[config.mk]
export PLATFORM = sky130hd
export DESIGN_NAME = alu_sequencer
export DESIGN_NICKNAME = d
export VERILOG_FILES = /design/src/rtl/alu_sequencer.sv
export SDC_FILE = /design/constraint.sdc
export NUM_CORES = 1
export LEC_CHECK = 0
export ABC_AREA = 1
export CORE_MARGIN = 3
export CORE_UTILIZATION = 35
export DETAILED_ROUTE_END_ITERATION = 8
export PLACE_DENSITY = 0.69
export SLEW_MARGIN = 20
export SYNTH_ARGS = -nofsm -noshare
export SYNTH_HDL_FRONTEND = slang
export SYNTH_SLANG_ARGS = --single-unit
export TNS_END_PERCENT = 10
[constraint.sdc]
create_clock -name SEQ_clk -period 2.61 [get_ports SEQ_clk]
set_input_delay 0.6525 -clock SEQ_clk [delete_from_list [all_inputs] [get_ports SEQ_clk]]
set_output_delay 0.6525 -clock SEQ_clk [all_outputs]
set_load 0.01 [all_outputs]
[src/rtl/alu_sequencer.sv]
// alu_sequencer: issues one ALU operation at a time over a valid/ready
// request handshake, holds the operands while the ALU settles, pulses
// read-enable, captures result and flags, and returns them over a
// valid/ready response handshake.
// Optional feature macro: ALU_SEQ_SUB_EN (two's-complement operand B and
// complement carry for opcode 111). Undefined: opcode 111 passes B through.
module alu_sequencer #(
  parameter int unsigned WIDTH         = 8,
  parameter int unsigned SETTLE_CYCLES = 2
) (
  input  logic             SEQ_clk,
  input  logic             SEQ_rst_n,
  input  logic             SEQ_req_valid,
  output logic             SEQ_req_ready,
  input  logic [2:0]       SEQ_req_op,
  input  logic [WIDTH-1:0] SEQ_req_a,
  input  logic [WIDTH-1:0] SEQ_req_b,
  output logic [WIDTH-1:0] SEQ_alu_input1,
  output logic [WIDTH-1:0] SEQ_alu_input2,
  output logic [2:0]       SEQ_alu_operation,
  output logic             SEQ_alu_read_enable,
  output logic             SEQ_alu_complement_carry,
  input  logic [WIDTH-1:0] SEQ_alu_result,
  input  logic [7:0]       SEQ_alu_flags,
  output logic             SEQ_rsp_valid,
  input  logic             SEQ_rsp_ready,
  output logic [WIDTH-1:0] SEQ_rsp_result,
  output logic [7:0]       SEQ_rsp_flags,
  output logic [2:0]       SEQ_rsp_op,
  output logic             SEQ_busy
);

  // A settle time of zero still needs one DRIVE cycle.
  localparam int unsigned SE = (SETTLE_CYCLES == 0) ? 1 : SETTLE_CYCLES;
  localparam int unsigned CW = (SE > 1) ? $clog2(SE) : 1;

  typedef enum logic [2:0] {
    S_IDLE,
    S_DRIVE,
    S_READ,
    S_CAPTURE,
    S_RESP
  } state_t;

  state_t          state_q, state_d;
  logic [CW-1:0]   cnt_q, cnt_d;

  logic [WIDTH-1:0] in1_q, in2_q, in2_d;
  logic [2:0]       op_q;
  logic             cc_q, cc_d;

  logic [WIDTH-1:0] res_q;
  logic [7:0]       flg_q;
  logic [2:0]       rop_q;

  logic             accept;

  assign accept = (state_q == S_IDLE) && SEQ_req_valid;

  // State register and settle counter.
  always_ff @(posedge SEQ_clk or negedge SEQ_rst_n) begin
    if (!SEQ_rst_n) begin
      state_q <= S_IDLE;
      cnt_q   <= '0;
    end else begin
      state_q <= state_d;
      cnt_q   <= cnt_d;
    end
  end

  // Next-state and settle counter logic.
  always_comb begin
    state_d = state_q;
    cnt_d   = cnt_q;
    case (state_q)
      S_IDLE: begin
        if (SEQ_req_valid) begin
          state_d = S_DRIVE;
          cnt_d   = '0;
        end
      end
      S_DRIVE: begin
        if (cnt_q == CW'(SE - 1)) begin
          state_d = S_READ;
        end else begin
          cnt_d = cnt_q + CW'(1);
        end
      end
      S_READ:    state_d = S_CAPTURE;
      S_CAPTURE: state_d = S_RESP;
      S_RESP: begin
        if (SEQ_rsp_ready) begin
          state_d = S_IDLE;
        end
      end
      default:   state_d = S_IDLE;
    endcase
  end

`ifdef ALU_SEQ_SUB_EN
  logic [WIDTH:0] neg_b;
  assign neg_b = {1'b0, ~SEQ_req_b} + (WIDTH + 1)'(1);

  // Operand B formation: negate B for subtraction, carry out of the increment.
  always_comb begin
    in2_d = SEQ_req_b;
    cc_d  = 1'b0;
    if (SEQ_req_op == 3'b111) begin
      {cc_d, in2_d} = neg_b;
    end
  end
`else
  // Operand B formation: B passes through for every opcode.
  always_comb begin
    in2_d = SEQ_req_b;
    cc_d  = 1'b0;
  end
`endif

  // ALU operand registers, loaded only at the accept edge.
  always_ff @(posedge SEQ_clk or negedge SEQ_rst_n) begin
    if (!SEQ_rst_n) begin
      in1_q <= '0;
      in2_q <= '0;
      op_q  <= '0;
      cc_q  <= 1'b0;
    end else if (accept) begin
      in1_q <= SEQ_req_a;
      in2_q <= in2_d;
      op_q  <= SEQ_req_op;
      cc_q  <= cc_d;
    end
  end

  // Response registers, loaded only at the closing edge of CAPTURE.
  always_ff @(posedge SEQ_clk or negedge SEQ_rst_n) begin
    if (!SEQ_rst_n) begin
      res_q <= '0;
      flg_q <= '0;
      rop_q <= '0;
    end else if (state_q == S_CAPTURE) begin
      res_q <= SEQ_alu_result;
      flg_q <= SEQ_alu_flags;
      rop_q <= op_q;
    end
  end

  assign SEQ_req_ready            = (state_q == S_IDLE);
  assign SEQ_busy                 = (state_q != S_IDLE);
  assign SEQ_alu_read_enable      = (state_q == S_READ);
  assign SEQ_rsp_valid            = (state_q == S_RESP);
  assign SEQ_alu_input1           = in1_q;
  assign SEQ_alu_input2           = in2_q;
  assign SEQ_alu_operation        = op_q;
  assign SEQ_alu_complement_carry = cc_q;
  assign SEQ_rsp_result           = res_q;
  assign SEQ_rsp_flags            = flg_q;
  assign SEQ_rsp_op               = rop_q;

endmodule

# After elaboration in Yosys (flattened, before gate mapping)
# Cells that the tools add are included.
# W data, S select, Z words.
[word_totals] output_inout_bits=43 regBits=42
[op_classes] n_addsub=1 eq_ne=7 n_mux=7 reduce_logical=6
[op_table] cell="$pmux W3 S5" count=1
[op_table] cell="$mux W3" count=3
[op_table] cell="$eq A3 B2 Y1 const B" count=2
[op_table] cell="$ne A2 B2 Y1 const B" count=2
[op_table] cell="$eq A3 B1 Y1 const B" count=1
[op_table] cell="$eq A3 B3 Y1 const B" count=1
[op_table] cell="$logic_not A3 Y1" count=1
[op_table] cell="$reduce_and A3 Y1" count=1
[op_table] cell="$reduce_bool A3 Y1" count=1
[op_table] cell="$mux W1" count=2
[op_table] cell="$ne A2 B1 Y1 const B" count=1
[op_table] cell="$pmux W1 S2" count=1
[op_table] cell="$reduce_and A2 Y1" count=1
[op_table] cell="$reduce_bool A2 Y1" count=1
[op_table] cell="$add A1 B1 Y1 const B" count=1
[op_table] cell="$logic_and A1 B1 Y1" count=1

# Logic depth before layout (Yosys ltp)
# Gate-level depths: netlist of run 1.
[logic_depth] depth_word=3 mapped_depth=7

# Worst setup path before layout of run 1
# Ideal clock, no wire load.
[synth_path] path_kind="register -> output" from="register state_q[0]" to="output SEQ_alu_read_enable" t_arrival_ns=0.814 n_path_buf=0 path_slack_ns=1.143 stages_incl_launch_ff=4 path_cell_list="dfrtp_1 > nor2_4 > inv_1 > nor2_1"
[synth_via] elab_chain_len=1
[synth_rtl] element="start: declaration" line_no="45" text="state_t state_q, state_d;"
[synth_rtl] element="start signal: assignment" line_no="66" text="state_q <= state_d;"
[synth_rtl] element="$eq A3 B2 Y1" line_no="150" text="assign SEQ_alu_read_enable = (state_q == S_READ);"
[synth_rtl] element="end: declaration" line_no="21" text="output logic SEQ_alu_read_enable,"
# Every way passes these cells.

# Worst setup path in the final report of run 1
# Same ends and word-level chain as after synthesis.

==> impl_metrics.csv, run 1 <==
group,metric,value,unit
synthesis,netlist_instances,189,
timing,finalHoldWorstSlack,0.420,ns
detailed_routing,viasPerCell,4.22,
setup_path,cp_num_buf_inv,2,
finish,final_common_cell,"clkdlybuf4s50_1",
finish,syn_to_final_growth,53.6,%
clocking,h-tree-depth,2,
grt,antenna_found_initial,0,
finish,antennaDiodeCount,0,
synthesis,ys_seq_area_frac,0.616,
place,gp_congestion,0.758,
clocking,clk_latency,0.28,ns
place,dp_slack,0.595,ns
synthesis,synth_warnings,0,
timing,slew_headroom,0.657,
floorplanning,ios,82,
timing,rsz0062_at_grt,"no",
synthesis,postSynthNetCount,228,
finish,filler_cell_count,418,
setup_path,slowest_stage,"clkdlybuf4s50_1",
detailed_routing,drt.antenna.violating_nets,0,
floorplanning,die_y,75.8,um
setup_path,cpLargestDelayFamily,"buffers and inverters",
timing,worst_slack,0.310,ns
clocking,clock_path_buffers,2,
timing,fin_tns_setup,0,ns
detailed_routing,drt-initial-drc-count,61,
grt,grt_pass1_vias,1397,
clocking,clk_pin_slew,0.07,ns
setup_path,cp_max_fo,6,
grt,grt_max_degree,43,
setup_path,arrival,1.65,ns
synthesis,synth_seq_cells,42,
timing,max_freq,435,MHz
clocking,post_cts.repair.setup_buffers,0,
clocking,cts-buffers-inserted,5,
place,placedCellCount,328,
setup_path,path_class,"reg2out",
setup_path,cp.depth,4,
setup_path,required,1.96,ns
floorplanning,core_region_area,0.00453,sq mm
floorplanning,die_w,75.8,um
grt,overflow,0,
timing,finalSetupViolations,0,
clocking,cts.repair.resized,0,
pwr,vdd_drop_max,0.568,mV
finish,nets,309,
clocking,cts_root_buf,"clkbuf_8",
detailed_routing,vias,1411,
detailed_routing,dr.pass1.iters,4,
setup_path,crit_chain,"nor2_4 -> inv_1 -> nor2_1 -> clkdlybuf4s50_1",
setup_path,critPathLaunchType,"register",
grt,grtUsageTotal,0.146,
synthesis,synth_area,0.00171,sq mm
timing,worstMarginPinSlew,0.514,ns
finish,drive_gt1_frac,0.0483,
hold_path,holdCritPathClass,"in2async",
setup_path,r2r_cells,6,
floorplanning,dieArea,0.00575,sq mm
place,portBuffers,80,
grt,grt_pass1_wl,6260,um
synthesis,synth_area_per_cell,9.03,sq um
timing,finalCritPeriodShare,0.881,
finish,fin_util,0.578,
setup_path,worst_setup_path_end_kind,"output pin",
clocking,cts_sinks,42,
timing,period_minus_slack,2.30,ns
clocking,ctsHoldBuffers,0,
floorplanning,initial_core_util,0.376,
pwr,leakagePower,1.30,nW
timing,hold_viol,0,
timing,fin_skew,0.00152,ns
finish,stdcell_area,0.00262,sq mm
finish,final_cell_mix,"clkdlybuf4s50_1 (79), nand2_1 (72), dfrtp_1 (42)",
detailed_routing,wl_per_cell,11.6,um
pwr,power.density,1140,mW/mm^2
place,placed_cell_area,0.00254,sq mm
pwr,totalPowerFinal,2.99,mW
clocking,cts_tree,"done",
place,hpwlAfterDp,2850,um
outcome,status,"completed",
setup_path,cpPeakStageDelay,0.54,ns
run,maxCapViolations,0,
detailed_routing,drc,0,
floorplanning,floorplan.rows,24,
synthesis,ys_types,17,
timing,drv_slew,0,
finish,post_layout_nonfiller_instances,334,
detailed_routing,routed_wl,3860,um
synthesized netlist by cell type (all sizes together):
cell	instances	area (sq um)
buf	6	52.6
inv	28	105
conb	1	3.75
nand2	73	282
dfrtp	42	1050
nand4	2	12.5
nand3	5	25.0
nor2	5	42.5
nor3	1	5.00
clkbuf	2	7.51
o21ai	24	120
kinds of logic after synthesis:
kind of cell    after synthesis  synth area share
simple gates                 86             0.215
flops                        42             0.616
buf+inv                      36            0.0968
compound gates               24            0.0704
other cells                   1           0.00220
layout make-up:
type	instances	area, sq um	share of cell area
tap	65	81.3	0.0310
sequential	42	1050	0.401
inverter	28	105	0.0401
clock buffer	6	82.6	0.0315
timing repair buffer	82	811	0.309
multi-input combinational	111	490	0.187
path summary, 6_finish.rpt:
check,from,end,slack (ns)
worst max-delay path,state_q[0],SEQ_alu_read_enable,0.31
min in group SEQ_clk,SEQ_alu_input1[1],SEQ_alu_input1[1],0.48
worst min register to register,SEQ_alu_input1[1],SEQ_alu_input1[1],0.48
worst min-delay path,SEQ_rst_n,SEQ_rsp_flags[6],0.42
worst max register to register,state_q[0],SEQ_alu_input2[0],1.10
max in group asynchronous,SEQ_rst_n,SEQ_alu_input1[3],1.83
power breakdown:
part	leakage, nW	internal, mW	total, mW	switching, mW
combinational	0.737	0.767	1.45	0.679
clock	0.0431	0.204	0.401	0.197
sequential	0.519	0.965	1.14	0.174
total	1.30	1.94	2.99	1.05
registers in the layout (all words and copies together), names as in the netlist:
register	flops
SEQ_alu_input2	8
SEQ_alu_operation	3
SEQ_rsp_op	3
cnt_q	1
SEQ_rsp_result	8
SEQ_alu_input1	8
SEQ_rsp_flags	8
state_q	3
routing by layer:
| metal | global-route usage | up-vias | wire length, um |
|---|---|---|---|
| met5 | 0 | - | 0 |
| li1 | - | 733 | - |
| met1 | 0.174 | 632 | 1610 |
| met3 | 0.0369 | 4 | 249 |
| met4 | 0.0583 | 0 | 60 |
| met2 | 0.251 | 42 | 1940 |
Note: power is estimated with default switching activity, not from simulation.
==> inputs of run 2 (changes only) <==
--- a/config.mk
+++ b/config.mk
@@ -9,7 +9,7 @@
 export CORE_MARGIN = 3
 export CORE_UTILIZATION = 35
 export DETAILED_ROUTE_END_ITERATION = 8
-export PLACE_DENSITY = 0.69
+export PLACE_DENSITY = 0.71
 export SLEW_MARGIN = 20
 export SYNTH_ARGS = -nofsm -noshare
 export SYNTH_HDL_FRONTEND = slang
==> run 2 against run 1 <==
  * Count of clock-buffer cells in the layout up 1
  * Core utilization rose by 0.36 points
  * Critical path type unchanged
  * Flip-flop and latch count did not move
  * Total power up 3.0%
  * Critical path depth unchanged
  * Clock power rose by 22%
  * Global-route usage down 0.96 points
  * Non-clock buffer count is 1 lower
  * First-iteration DRC count rose by 52%
==> impl_metrics.csv, run 2 (synthesis gave the netlist of run 1 again) <==
group,metric,value,unit
outcome,status,"completed",
pwr,power.density,1170,mW/mm^2
setup_path,reg2reg_from,"state_q[0]",
clocking,cts.repair.resized,0,
grt,antenna_found_initial,0,
place,dp_slack,0.625,ns
detailed_routing,vias,1423,
timing,finalHoldWorstSlack,0.472,ns
grt,grt_pass1_vias,1272,
clocking,cts_root_buf,"clkbuf_8",
detailed_routing,dr.pass1.iters,4,
setup_path,path_class,"reg2out",
grt,grt_max_degree,43,
finish,stdcell_area,0.00264,sq mm
run,maxCapViolations,0,
clocking,clock_path_buffers,2,
floorplanning,initial_core_util,0.376,
clocking,cts_tree,"done",
floorplanning,core_region_area,0.00453,sq mm
detailed_routing,wl_per_cell,11.3,um
place,hpwlAfterDp,2790,um
setup_path,critPathLaunchType,"register",
clocking,h-tree-depth,2,
floorplanning,floorplan.rows,24,
place,portBuffers,80,
finish,antennaDiodeCount,0,
floorplanning,dieArea,0.00575,sq mm
setup_path,arrival,1.62,ns
finish,drive_gt1_frac,0.0444,
place,placed_cell_area,0.00253,sq mm
timing,fin_skew,0.00429,ns
timing,rsz0062_at_grt,"no",
hold_path,holdCritPathClass,"reg2reg",
pwr,leakagePower,1.30,nW
timing,hold_viol,0,
hold_path,hp-start,"SEQ_alu_input2[7]",
detailed_routing,drc,0,
detailed_routing,drt-initial-drc-count,93,
timing,finalSetupViolations,0,
timing,slew_headroom,0.397,
finish,final_common_cell,"clkdlybuf4s50_1",
timing,fin_tns_setup,0,ns
finish,final_cell_mix,"clkdlybuf4s50_1 (79), nand2_1 (72), dfrtp_1 (42)",
floorplanning,ios,82,
timing,period_minus_slack,2.27,ns
timing,worst_slack,0.339,ns
finish,nets,308,
setup_path,r2r_cells,6,
detailed_routing,drt.antenna.violating_nets,0,
setup_path,required,1.96,ns
setup_path,cp_max_fo,6,
setup_path,worst_setup_path_end_kind,"output pin",
pwr,vdd_drop_max,0.587,mV
place,gp_congestion,0.752,
grt,overflow,0,
clocking,clk_latency,0.28,ns
floorplanning,die_w,75.8,um
pwr,totalPowerFinal,3.08,mW
clocking,cts_sinks,42,
grt,grt_pass1_wl,5890,um
clocking,ctsHoldBuffers,0,
clocking,cts-buffers-inserted,5,
floorplanning,die_y,75.8,um
hold_path,hold-path-cell-count,2,
timing,finalCritPeriodShare,0.870,
hold_path,holdPathEnd,"SEQ_alu_input2[7]",
finish,syn_to_final_growth,54.5,%
detailed_routing,routed_wl,3780,um
clocking,clk_pin_slew,0.07,ns
grt,grtUsageTotal,0.136,
timing,max_freq,440,MHz
timing,worstMarginPinSlew,0.905,ns
detailed_routing,viasPerCell,4.25,
setup_path,reg2reg_to,"SEQ_alu_input1[4]",
timing,drv_slew,0,
setup_path,ff2ff_setup_slack,1.13,ns
clocking,post_cts.repair.setup_buffers,0,
[run 2: cell types whose count changed in the layout (fill, tap and decap cells not counted)]
cell	previous run	this run
bufinv_16	0	1
clkbuf_1	0	2
buf_4	2	1
clkbuf_8	6	5
[run 2: worst max path at each step]
stage / from / endpoint / slack, ns / cells after the start
finish: state_q[0] / SEQ_alu_read_enable / 0.34 / 4
global route: state_q[0] / SEQ_alu_read_enable / 0.22 / 4
CTS: state_q[0] / SEQ_alu_read_enable / 0.31 / 4
detailed placement: SEQ_req_valid / SEQ_alu_input1[4] / 0.63 / 6
global placement: state_q[0] / SEQ_alu_read_enable / 0.63 / 4
floorplan: state_q[0] / SEQ_alu_read_enable / 1.14 / 3
[run 2: layout make-up]
| class | instances | area [sq um] |
|---|---|---|
| Clock buffer | 7 | 76.3 |
| Clock inverter | 1 | 30.0 |
| Fill cell | 415 | 1900 |
| Inverter | 28 | 105 |
| Multi-Input combinational cell | 111 | 490 |
| Sequential cell | 42 | 1050 |
| Tap cell | 65 | 81.3 |
| Timing Repair Buffer | 81 | 803 |
[run 2: per-layer routing]
metal	global-route usage	up-vias	routed length, um
li1	-	727	-
met1	0.178	646	1680
met2	0.220	48	1790
met3	0.0356	2	271
met4	0.0466	0	36
met5	0	-	0
[run 2: critical path: stages (launching register included)]
cell	delay (ns)
dfrtp_1	0.46
nor2_4	0.19
inv_1	0.07
nor2_1	0.08
clkdlybuf4s50_1	0.54
[run 2: report_power, final]
group | leakage, nW | internal, mW | total, mW | switching (mW)
sequential | 0.519 | 0.965 | 1.15 | 0.180
clock | 0.0524 | 0.286 | 0.489 | 0.203
combinational | 0.732 | 0.766 | 1.44 | 0.677
total | 1.30 | 2.02 | 3.08 | 1.06
[run 2: stage by stage]
stage,utilization,std cells
3_5_place_dp,0.558,327
2_1_floorplan,-,189
6_report,0.582,335
4_1_cts,0.582,335
3_3_place_gp,0.558,327
5_1_grt,0.582,335
==> inputs of run 3 (changes only) <==
--- a/config.mk
+++ b/config.mk
@@ -9,6 +9,7 @@
 export CORE_MARGIN = 3
 export CORE_UTILIZATION = 35
 export DETAILED_ROUTE_END_ITERATION = 8
+export GPL_ROUTABILITY_DRIVEN = 0
 export PLACE_DENSITY = 0.71
 export SLEW_MARGIN = 20
 export SYNTH_ARGS = -nofsm -noshare
==> results of run 3 <==
No change in the layout: final DEF, timing and power equal those of run 2.
